`src/rtl/daqadcreader.sv`:
```
// ADC readout engine: on a synchronized BUSY fall, serially reads NUM_CH words
// from the ADC and streams them, channel-tagged, on a valid/ready interface.
module daqadcreader #(
    parameter int unsigned NUM_CH   = 8,
    parameter int unsigned DATA_W   = 16,
    parameter int unsigned SCLK_DIV = 4
) (
    input  logic              clk_i,
    input  logic              reset_n_i,
    input  logic              en_i,
    input  logic              busy_i,
    output logic              cs_n_o,
    output logic              sclk_o,
    input  logic              sdata_i,
    output logic [DATA_W-1:0] sample_o,
    output logic [2:0]        chan_o,
    output logic              sample_valid_o,
    input  logic              sample_ready_i,
    output logic              frame_done_o,
    output logic              overrun_o
);

    localparam int unsigned BIT_W = (DATA_W > 1) ? $clog2(DATA_W) : 1;
    localparam int unsigned DIV_W = $clog2(SCLK_DIV);
    localparam logic [BIT_W-1:0] BIT_LAST = BIT_W'(DATA_W - 1);
    localparam logic [DIV_W-1:0] DIV_LAST = DIV_W'(SCLK_DIV - 1);
    localparam logic [2:0]       CH_LAST  = 3'(NUM_CH - 1);

    typedef enum logic [2:0] {
        S_IDLE, S_SETUP, S_LOW, S_HIGH, S_OUT, S_DONE
    } state_t;

    state_t            r_state;
    logic              r_s1, r_s2, r_p;
    logic [DIV_W-1:0]  r_div;
    logic [BIT_W-1:0]  r_bit;
    logic [2:0]        r_ch;
    logic [DATA_W-1:0] r_shift;
    logic              w_fall;

    // Reset-to-0 flops guarantee a static BUSY level never looks like an edge.
    always_ff @(posedge clk_i or negedge reset_n_i) begin
        if (!reset_n_i) begin
            r_s1 <= 1'b0;
            r_s2 <= 1'b0;
            r_p  <= 1'b0;
        end else begin
            r_s1 <= busy_i;
            r_s2 <= r_s1;
            r_p  <= r_s2;
        end
    end

    assign w_fall = r_p & ~r_s2;

    always_ff @(posedge clk_i or negedge reset_n_i) begin
        if (!reset_n_i) begin
            r_state        <= S_IDLE;
            r_div          <= '0;
            r_bit          <= '0;
            r_ch           <= '0;
            r_shift        <= '0;
            cs_n_o         <= 1'b1;
            sclk_o         <= 1'b1;
            sample_o       <= '0;
            chan_o         <= '0;
            sample_valid_o <= 1'b0;
            frame_done_o   <= 1'b0;
            overrun_o      <= 1'b0;
        end else if (!en_i) begin
            r_state        <= S_IDLE;
            r_div          <= '0;
            r_bit          <= '0;
            r_ch           <= '0;
            cs_n_o         <= 1'b1;
            sclk_o         <= 1'b1;
            sample_valid_o <= 1'b0;
            frame_done_o   <= 1'b0;
            overrun_o      <= 1'b0;
        end else begin
            frame_done_o <= 1'b0;
            if (w_fall && r_state != S_IDLE)
                overrun_o <= 1'b1;

            case (r_state)
                S_IDLE: begin
                    if (w_fall) begin
                        r_state <= S_SETUP;
                        cs_n_o  <= 1'b0;
                        r_div   <= '0;
                        r_bit   <= '0;
                        r_ch    <= '0;
                    end
                end
                S_SETUP: begin
                    if (r_div == DIV_LAST) begin
                        r_div   <= '0;
                        r_state <= S_LOW;
                        sclk_o  <= 1'b0;
                    end else begin
                        r_div <= r_div + 1'b1;
                    end
                end
                S_LOW: begin
                    if (r_div == DIV_LAST) begin
                        r_div   <= '0;
                        r_state <= S_HIGH;
                        sclk_o  <= 1'b1;
                        r_shift <= (r_shift << 1) | DATA_W'(sdata_i);
                    end else begin
                        r_div <= r_div + 1'b1;
                    end
                end
                S_HIGH: begin
                    if (r_div == DIV_LAST) begin
                        r_div <= '0;
                        if (r_bit != BIT_LAST) begin
                            r_bit   <= r_bit + 1'b1;
                            r_state <= S_LOW;
                            sclk_o  <= 1'b0;
                        end else begin
                            sample_o       <= r_shift;
                            chan_o         <= r_ch;
                            sample_valid_o <= 1'b1;
                            r_state        <= S_OUT;
                        end
                    end else begin
                        r_div <= r_div + 1'b1;
                    end
                end
                S_OUT: begin
                    // SCLK parks high while the word waits for acceptance.
                    if (sample_ready_i) begin
                        sample_valid_o <= 1'b0;
                        if (r_ch != CH_LAST) begin
                            r_ch    <= r_ch + 1'b1;
                            r_bit   <= '0;
                            r_state <= S_LOW;
                            sclk_o  <= 1'b0;
                        end else begin
                            r_state      <= S_DONE;
                            cs_n_o       <= 1'b1;
                            frame_done_o <= 1'b1;
                        end
                    end
                end
                S_DONE: begin
                    r_state <= S_IDLE;
                end
                default: begin
                    r_state <= S_IDLE;
                end
            endcase
        end
    end

endmodule

```
`config.mk`:
```
export PLATFORM = sky130hd
export DESIGN_NAME = daqadcreader
export DESIGN_NICKNAME = d
export VERILOG_FILES = /design/src/rtl/daqadcreader.sv
export SDC_FILE = /design/constraint.sdc
export NUM_CORES = 1
export LEC_CHECK = 0
export CAP_MARGIN = 15
export CORE_AREA = 2 2 70 72
export DETAILED_ROUTE_END_ITERATION = 8
export DIE_AREA = 0 0 72 74
export PLACE_DENSITY_LB_ADDON = 0.05
export SYNTH_ARGS = -nofsm -noshare
export SYNTH_HDL_FRONTEND = slang
export SYNTH_SLANG_ARGS = --single-unit
```
`constraint.sdc`:
```
create_clock -name clk_i -period 3.45 [get_ports clk_i]
set_input_delay 0.69 -clock clk_i [delete_from_list [all_inputs] [get_ports clk_i]]
set_output_delay 0.69 -clock clk_i [all_outputs]
set_load 0.02 [all_outputs]
```
### Word level (Yosys, flattened, before mapping)

Index checks and enable logic that the tools add are counted.

* register bits: 55
* bits in latches: 0
* RAM bits: 0
* bits in read-only memories: 0
* input port bits: 6
* output and inout bits: 24
* logic and storage cells: 106
* memories kept: 0

* add/sub/neg operators: 3
* multiply operators: 0
* divide/modulo/power cells: 0
* $lt $le $gt $ge: 0
* equal/unequal tests: 22
* shifts and indexed selects: 0
* mux-type cells: 49
* bitwise logic cells: 4
* reductions and logical operators: 13

Operator list (count)
* 3-bit two-way mux: 12
* 3-bit != test (second input constant): 10
* 4-bit two-way mux: 6
* 1-bit two-way mux: 21
* 16-bit by 1-bit OR with 16-bit output: 1
* 4-bit AND reduction: 4
* 3-bit case mux with 5 select lines: 1
* 4-bit case mux with 3 select lines: 1
* 7-bit AND reduction: 1
* 3-bit by 2-bit == test with 1-bit output (second input constant): 2
* 2-bit two-way mux: 3
* 3-bit by 1-bit != test with 1-bit output (second input constant): 2
* 3-bit case mux with 2 select lines: 1
* 6-bit AND reduction: 1
* 5-bit by 1-bit != test with 1-bit output (second input constant): 1
* 5-bit AND reduction: 1
* 4-bit by 1-bit adder with 4-bit output (second input constant): 1
* 4-bit by 1-bit != test with 1-bit output (second input constant): 1
* 4-bit != test (second input constant): 1
* 1-bit case mux with 2 select lines: 2
* 1-bit case mux with 4 select lines: 1
* 2-bit case mux with 2 select lines: 1
* 3-bit by 1-bit adder with 3-bit output (second input constant): 1
* 3-bit by 1-bit == test with 1-bit output (second input constant): 1
* 13 further kinds: 14

### Depth between registers and ports, before layout

Gate-level depths: netlist (run 1).

* depth after elaboration: 5
* mapped depth: 7
* mapped depth without buffers: 6

### Worst setup path before layout (run 1)

OpenSTA, ideal clock, no wires.

* path kind: in2reg
* from: input port en_i
* to: register r_shift[0]
* setup time: 0.125 ns
* arrival: 1.691 ns
* required time: 3.325 ns
* path slack: 1.634 ns
* cell stages on the path: 4
* path buffers: 1
* cells stage by stage: nand2b_4 > nor3_2 > buf_4 > mux2_2

* cells in the longest elaborated chain, start to end: 1

RTL lines
* start, declared: line 10 `input logic en_i,`
* 3-bit AND reduction (no line)
* end signal, assigned: line 109 `r_shift <= (r_shift << 1) | DATA_W'(sdata_i);`
* end, declared: line 38 `logic [DATA_W-1:0] r_shift;`

Every way passes these cells.
A chain may end at the register's enable or synchronous reset.

### Final worst setup path (run 1)

* from: input port en_i
* to: register sample_o[14]

* cells in the longest elaborated chain, start to end: 1

RTL lines
* 4-bit AND reduction (no line)
* end signal, assigned: line 122 `sample_o <= r_shift;`
* end, declared: line 15 `output logic [DATA_W-1:0] sample_o,`

Every way passes these cells.

==> flow_summary.yaml, run 1 <==
status:
  status: "finished clean"
setup_path:
  critPathKind: "input pin to register"
  path_cells: "clkdlybuf4s50_1, buf_4, nand4b_1, nor2_4, mux2_2"
  startpoint: "en_i"
  cp_slowest_cell: "nor2_4"
  critPathMaxFanout: 19
  cpPeakStageDelay_ps: 560
  startpoint_type: "input pin"
  endpoint_kind: "register"
  reg2reg_from: "r_state[2]$_DFFE_PN0P_"
  crit_required_ps: 3640
  worst_ep_arrival_time_ps: 2600
hold_path:
  hp-class: "register to register"
  hold_start: "r_s1$_DFF_PN0_"
logic_synthesis:
  synthCells: 186
  postSynthNetCount: 197
  syn_avg_cell_area_sq_um: 13.2
  ys_types: 42
  yosys_warnings: 0
  ys_ff_latch: 55
  synth_area_sq_um: 2460
  yosysSeqAreaShare: 0.561
sta:
  hold_violations: 0
  hold_ws_ps: 400
  max_freq_mhz: 416
  rsz0062_at_grt: "false"
  relSlewSlack: 0.414
  setup-violations-final: 0
  fin_crit_ps: 2410
  tightest_slew_ps: 879
  setup_tns_ps: 0
  slew_violations: 0
  timing.final.crit_share: 0.697
  skew_ps: 6.37
route:
  drtPass1Iterations: 4
  viasPerCell: 5.60
  vias: 1524
  first_iter_violations: 50
  ant_nets: 0
  totalWireLength_microns: 4430
  drt_drc_violations_left: 0
  wire_per_inst_microns: 16.3
placement:
  port-buffer-count: 29
  dp_hpwl_microns: 3100
  dp.cells: 264
  place.gp.congestion: 0.744
pwr:
  p_leak_nw: 1.32
  seq_power_share: 0.533
  switching_power_w: 0.000430
  power_w: 0.00141
  clkPwrFrac: 0.243
  ir_drop_v: 0.000256
  power_density_nw_per_um2: 494
  p_sw_frac: 0.305
  p_comb_frac: 0.224
  intPower_w: 0.000980
grt:
  grt_use_total: 0.184
  grt_max_degree: 42
  grt_pass1_vias: 1596
  grt-ovfl-total: 0
  antenna_found_initial: 0
  grt_first_pass_wirelength_microns: 7450
cts:
  cts_tree: "done"
  clock_latency_ps: 300
  cts_max_level: 2
  root_buffer: "clkbuf_8"
  cts.sinks: 55
  cts_buffer_depth: 2
  path_clk_slew_ps: 90
  cts_resized: 0
  hold_buffers: 0
  cts_setup_buffers: 0
  numCtsBuffers: 5
floorplan:
  ioPinCount: 30
  dieWidth_microns: 72
  die_area_sq_um: 5330
  placementRows: 25
  die_y_microns: 74
  initial_core_util: 0.535
  coreArea_sq_um: 4600
run:
  maxCapViolations: 0
cells_and_area:
  fin_util: 0.621
  syn_to_final_growth_pct: 16.1
  antenna-diode-count: 0
  stdcell_count: 272
  multiInputGateArea_sq_um: 997
  regArea_sq_um: 1380
  fillers: 370
  nNetsFinal: 228
  final_layout_size_suffix_gt1_frac: 0.261
[worst max-delay path, delay by kind of cell]
family | cells | cell delay [ps]
AND/OR/NAND/NOR | 2 | 820
buffers and inverters | 2 | 670
multiplexers | 1 | 410
[power by group through the flow]
| stage | clock network, W | registers (W) | logic [W] |
|---|---|---|---|
| CTS | 0.000356 | 0.000750 | 0.000322 |
| global placement | 0 | 0.000758 | 0.000309 |
| floorplan | 0 | 0.000752 | 0.000267 |
| finish | 0.000343 | 0.000751 | 0.000316 |
| global route | 0.000379 | 0.000760 | 0.000355 |
| detailed placement | 0 | 0.000762 | 0.000322 |
[state kept, by name, summed over array words and instances (netlist names)]
name,flops
chan_o,3
cs_n_o,1
frame_done_o,1
overrun_o,1
r_bit,4
r_ch,3
r_div,2
r_p,1
r_s1,1
r_s2,1
r_shift,16
r_state,3
sample_o,16
sample_valid_o,1
sclk_o,1
[metrics by stage]
stage	area (sq um)	setup slack [ps]
5_1_grt	2860	956
4_1_cts	2860	1070
2_1_floorplan	2460	1630
6_report	2860	1040
3_5_place_dp	2770	737
3_3_place_gp	2770	802
[cell type report]
| type | instances | share of cell area |
|---|---|---|
| Clock buffer | 6 | 0.0254 |
| Clock inverter | 2 | 0.00438 |
| Inverter | 5 | 0.00657 |
| Multi-Input combinational cell | 118 | 0.349 |
| Sequential cell | 55 | 0.483 |
| Tap cell | 54 | 0.0237 |
| Timing Repair Buffer | 32 | 0.108 |
[placed cells by master (no fill, tap or decap), types with 3 or more instances in the layout]
master	count
mux2_2	35
o21ai_0	10
o21a_1	3
clkbuf_8	5
nor2_1	6
buf_4	3
inv_1	5
and3_1	3
dfrtp_1	53
ha_1	5
mux2i_1	3
clkdlybuf4s50_1	28
a21oi_1	4
nand2_1	10
nand3_1	5
o2bb2ai_1	3
[cell families (layout without fill, tap and decap cells)]
family,Yosys count,after routing,share of synthesized area
mux,40,40,0.183
fa+ha+maj,5,5,0.0254
compound gates,30,30,0.0891
flops,55,55,0.561
simple gates,43,43,0.108
buf+inv,13,45,0.0336
[cells in the mapped netlist, drive strengths merged]
master    n  area (sq um)
nor4      2          27.5
o2bb2ai   3          26.3
and4      1          8.76
mux2i     3          30.0
mux2     37           420
o31ai     2          15.0
nor2b     1          6.26
nand2    10          37.5
nand4     2          12.5
nand4bb   1          11.3
o22ai     1          6.26
o21a      3          22.5
nor2      7          33.8
nand3     5          25.0
o21ai    11          55.1
dfstp     2          52.6
a22o      2          17.5
a211oi    1          12.5
o32ai     1          27.5
or2       1          6.26
inv       5          18.8
a21o      1          7.51
nor3      3          20.0
and3      4          26.3
nand3b    2          15.0
dfrtp    53          1330
ha        5          62.6
a21oi     5          28.8
nand4b    1          8.76
buf       8          63.8
nand2b    3          26.3
[per-layer routing]
layer	GRT usage	wire (microns)
met5	0	0
met4	0.0755	63
met3	0.0447	139
met2	0.311	2300
met1	0.231	1920
[path summary, 6_finish.rpt]
| check | end | slack, ps | depth (start not counted) |
|---|---|---|---|
| min | r_s2$_DFF_PN0_ | 400 | 0 |
| max reg2reg | sample_o[14]$_DFFE_PN0P_ | 1350 | 3 |
| min in group asynchronous | r_bit[1]$_DFFE_PN0P_ | 490 | 1 |
| max | sample_o[14]$_DFFE_PN0P_ | 1040 | 5 |
| max in group asynchronous | sample_o[9]$_DFFE_PN0P_ | 2220 | 2 |
| min reg2reg | r_s2$_DFF_PN0_ | 400 | 0 |
No activity file was read; power rests on OpenSTA's default activity.
==> run 2, diff against run 1 <==
--- a/config.mk
+++ b/config.mk
@@ -6,9 +6,9 @@
 export NUM_CORES = 1
 export LEC_CHECK = 0
 export CAP_MARGIN = 15
-export CORE_AREA = 2 2 70 72
+export CORE_AREA = 2 2 74 76
 export DETAILED_ROUTE_END_ITERATION = 8
-export DIE_AREA = 0 0 72 74
+export DIE_AREA = 0 0 76 78
 export PLACE_DENSITY_LB_ADDON = 0.05
 export SYNTH_ARGS = -nofsm -noshare
 export SYNTH_HDL_FRONTEND = slang
==> constraint.sdc (replaced) <==
create_clock -name clk_i -period 2 [get_ports clk_i]
set_input_delay 0.4 -clock clk_i [delete_from_list [all_inputs] [get_ports clk_i]]
set_output_delay 0.4 -clock clk_i [all_outputs]
set_load 0.02 [all_outputs]
==> flow_summary.yaml, run 2 (synthesized netlist as in run 1, its figures left out) <==
status:
  status: "finished clean"
setup_path:
  crit_family: "buffers and inverters"
  critPathKind: "register to primary output"
  cp.depth: 1
  startpoint_type: "register"
  ff2ff_path_depth: 5
  cp_slowest_cell: "clkdlybuf4s50_1"
  cpPeakStageDelay_ps: 600
  worstPathBufferInverterCount: 1
  path_cells: "clkdlybuf4s50_1"
  endpoint_kind: "primary output"
  critPathMaxFanout: 3
  crit_required_ps: 1600
  worst_ep_arrival_time_ps: 1450
route:
  totalWireLength_microns: 4460
  first_iter_violations: 58
  wire_per_inst_microns: 15.0
  ant_nets: 0
  drtPass1Iterations: 4
  drt_drc_violations_left: 0
  viasPerCell: 5.23
  vias: 1558
floorplan:
  coreArea_sq_um: 5040
  ioPinCount: 30
  die_y_microns: 78
  dieWidth_microns: 76
  initial_core_util: 0.488
  die_area_sq_um: 5930
  placementRows: 26
grt:
  grt_use_total: 0.164
  grt-ovfl-total: 0
  grt_first_pass_wirelength_microns: 7800
  grt_pass1_vias: 1634
  grt_max_degree: 36
  antenna_found_initial: 0
pwr:
  ir_drop_v: 0.000508
  power_density_nw_per_um2: 871
  p_leak_nw: 1.39
cells_and_area:
  syn_to_final_growth_pct: 22.9
  final_common_cell: "dfrtp_1"
  reg.largest.list: "r_shift x16, sample_o x16, r_bit x4"
  fillers: 407
  nNetsFinal: 239
  mostFrequentLayoutCells: "51 x dfrtp_1, 35 x mux2_2, 28 x clkdlybuf4s50_1, 11 x buf_4"
  antenna-diode-count: 0
  final_layout_size_suffix_gt1_frac: 0.311
sta:
  tightest_slew_ps: 519
  setup-violations-final: 0
  timing.final.crit_share: 0.926
  setup_tns_ps: 0
  worst_slack_ps: 148
  hold_violations: 0
  fin_crit_ps: 1850
  relSlewSlack: 0.654
  slew_violations: 0
  skew_ps: 7.28
  rsz0062_at_grt: "true"
  max_freq_mhz: 540
hold_path:
  hp-class: "input pin to async pin"
cts:
  cts_max_level: 2
  clock_latency_ps: 300
  cts.sinks: 55
  root_buffer: "clkbuf_8"
  path_clk_slew_ps: 90
  numCtsBuffers: 5
  cts_buffer_depth: 2
  cts_tree: "done"
placement:
  dp_slack_ps: -138
  port-buffer-count: 29
  dp_hpwl_microns: 3230
  place.gp.congestion: 0.902
run:
  maxCapViolations: 0
[run 2: changes by cell type in the layout (fill, tap and decap cells not counted), sizes merged]
cell,before,now
buf,4,15
bufinv,0,1
clkbuf,6,5
clkinv,1,0
[run 2: layer usage]
layer,up-vias,routed length [microns],global-route usage
met5,-,0,0
met4,0,51,0.0491
met3,5,161,0.0349
met2,31,2260,0.280
met1,769,1990,0.211
li1,753,-,-
[run 2: through the flow]
| step | area (sq um) | power [W] | util | hold WS (ps) | std cells |
|---|---|---|---|---|---|
| final | 3020 | 0.00263 | 0.599 | 64.4 | 298 |
| after global routing | 3020 | 0.00280 | 0.599 | 72.4 | 298 |
| after CTS | 3020 | 0.00264 | 0.598 | 73.4 | 298 |
| after detailed placement | 2910 | 0.00194 | 0.577 | 350 | 291 |
| after global placement | 2910 | 0.00192 | 0.577 | 334 | 291 |
| after floorplan | 2460 | 0.00176 | - | 104 | 186 |
[run 2: cell type report]
class | count | area, sq um | share of cell area
Multi-Input combinational cell | 118 | 1000 | 0.331
Clock buffer | 5 | 68.8 | 0.0228
Sequential cell | 55 | 1380 | 0.457
Timing Repair Buffer | 43 | 428 | 0.142
Tap cell | 70 | 87.6 | 0.0290
Clock inverter | 2 | 37.5 | 0.0124
Inverter | 5 | 18.8 | 0.00621
[run 2: timing repair]
action | 4_1_cts | 5_1_grt
setup buffers | 0 | 0
hold buffers | 0 | 0
gates resized for setup | 0 | 3
endpoints found under the setup margin | 0 | 5
[run 2: final timing paths]
| path | start | endpoint | slack (ps) |
|---|---|---|---|
| worst max-delay path | cs_n_o$_DFFE_PN1P_ | cs_n_o | 150 |
| worst min-delay path | reset_n_i | r_bit[0]$_DFFE_PN0P_ | 60 |
| worst max register to register | r_state[0]$_DFFE_PN0P_ | r_bit[2]$_DFFE_PN0P_ | 170 |
| worst min register to register | r_s1$_DFF_PN0_ | r_s2$_DFF_PN0_ | 370 |
| max in group asynchronous | reset_n_i | r_shift[9]$_DFFE_PN0P_ | 1380 |
| min in group clk_i | r_s1$_DFF_PN0_ | r_s2$_DFF_PN0_ | 370 |
[run 2: power by group]
part	internal (W)	switching (W)	total, W
registers	0.00121	0.0000956	0.00130
clock network	0.000366	0.000332	0.000698
logic	0.000310	0.000325	0.000635
total	0.00188	0.000753	0.00263
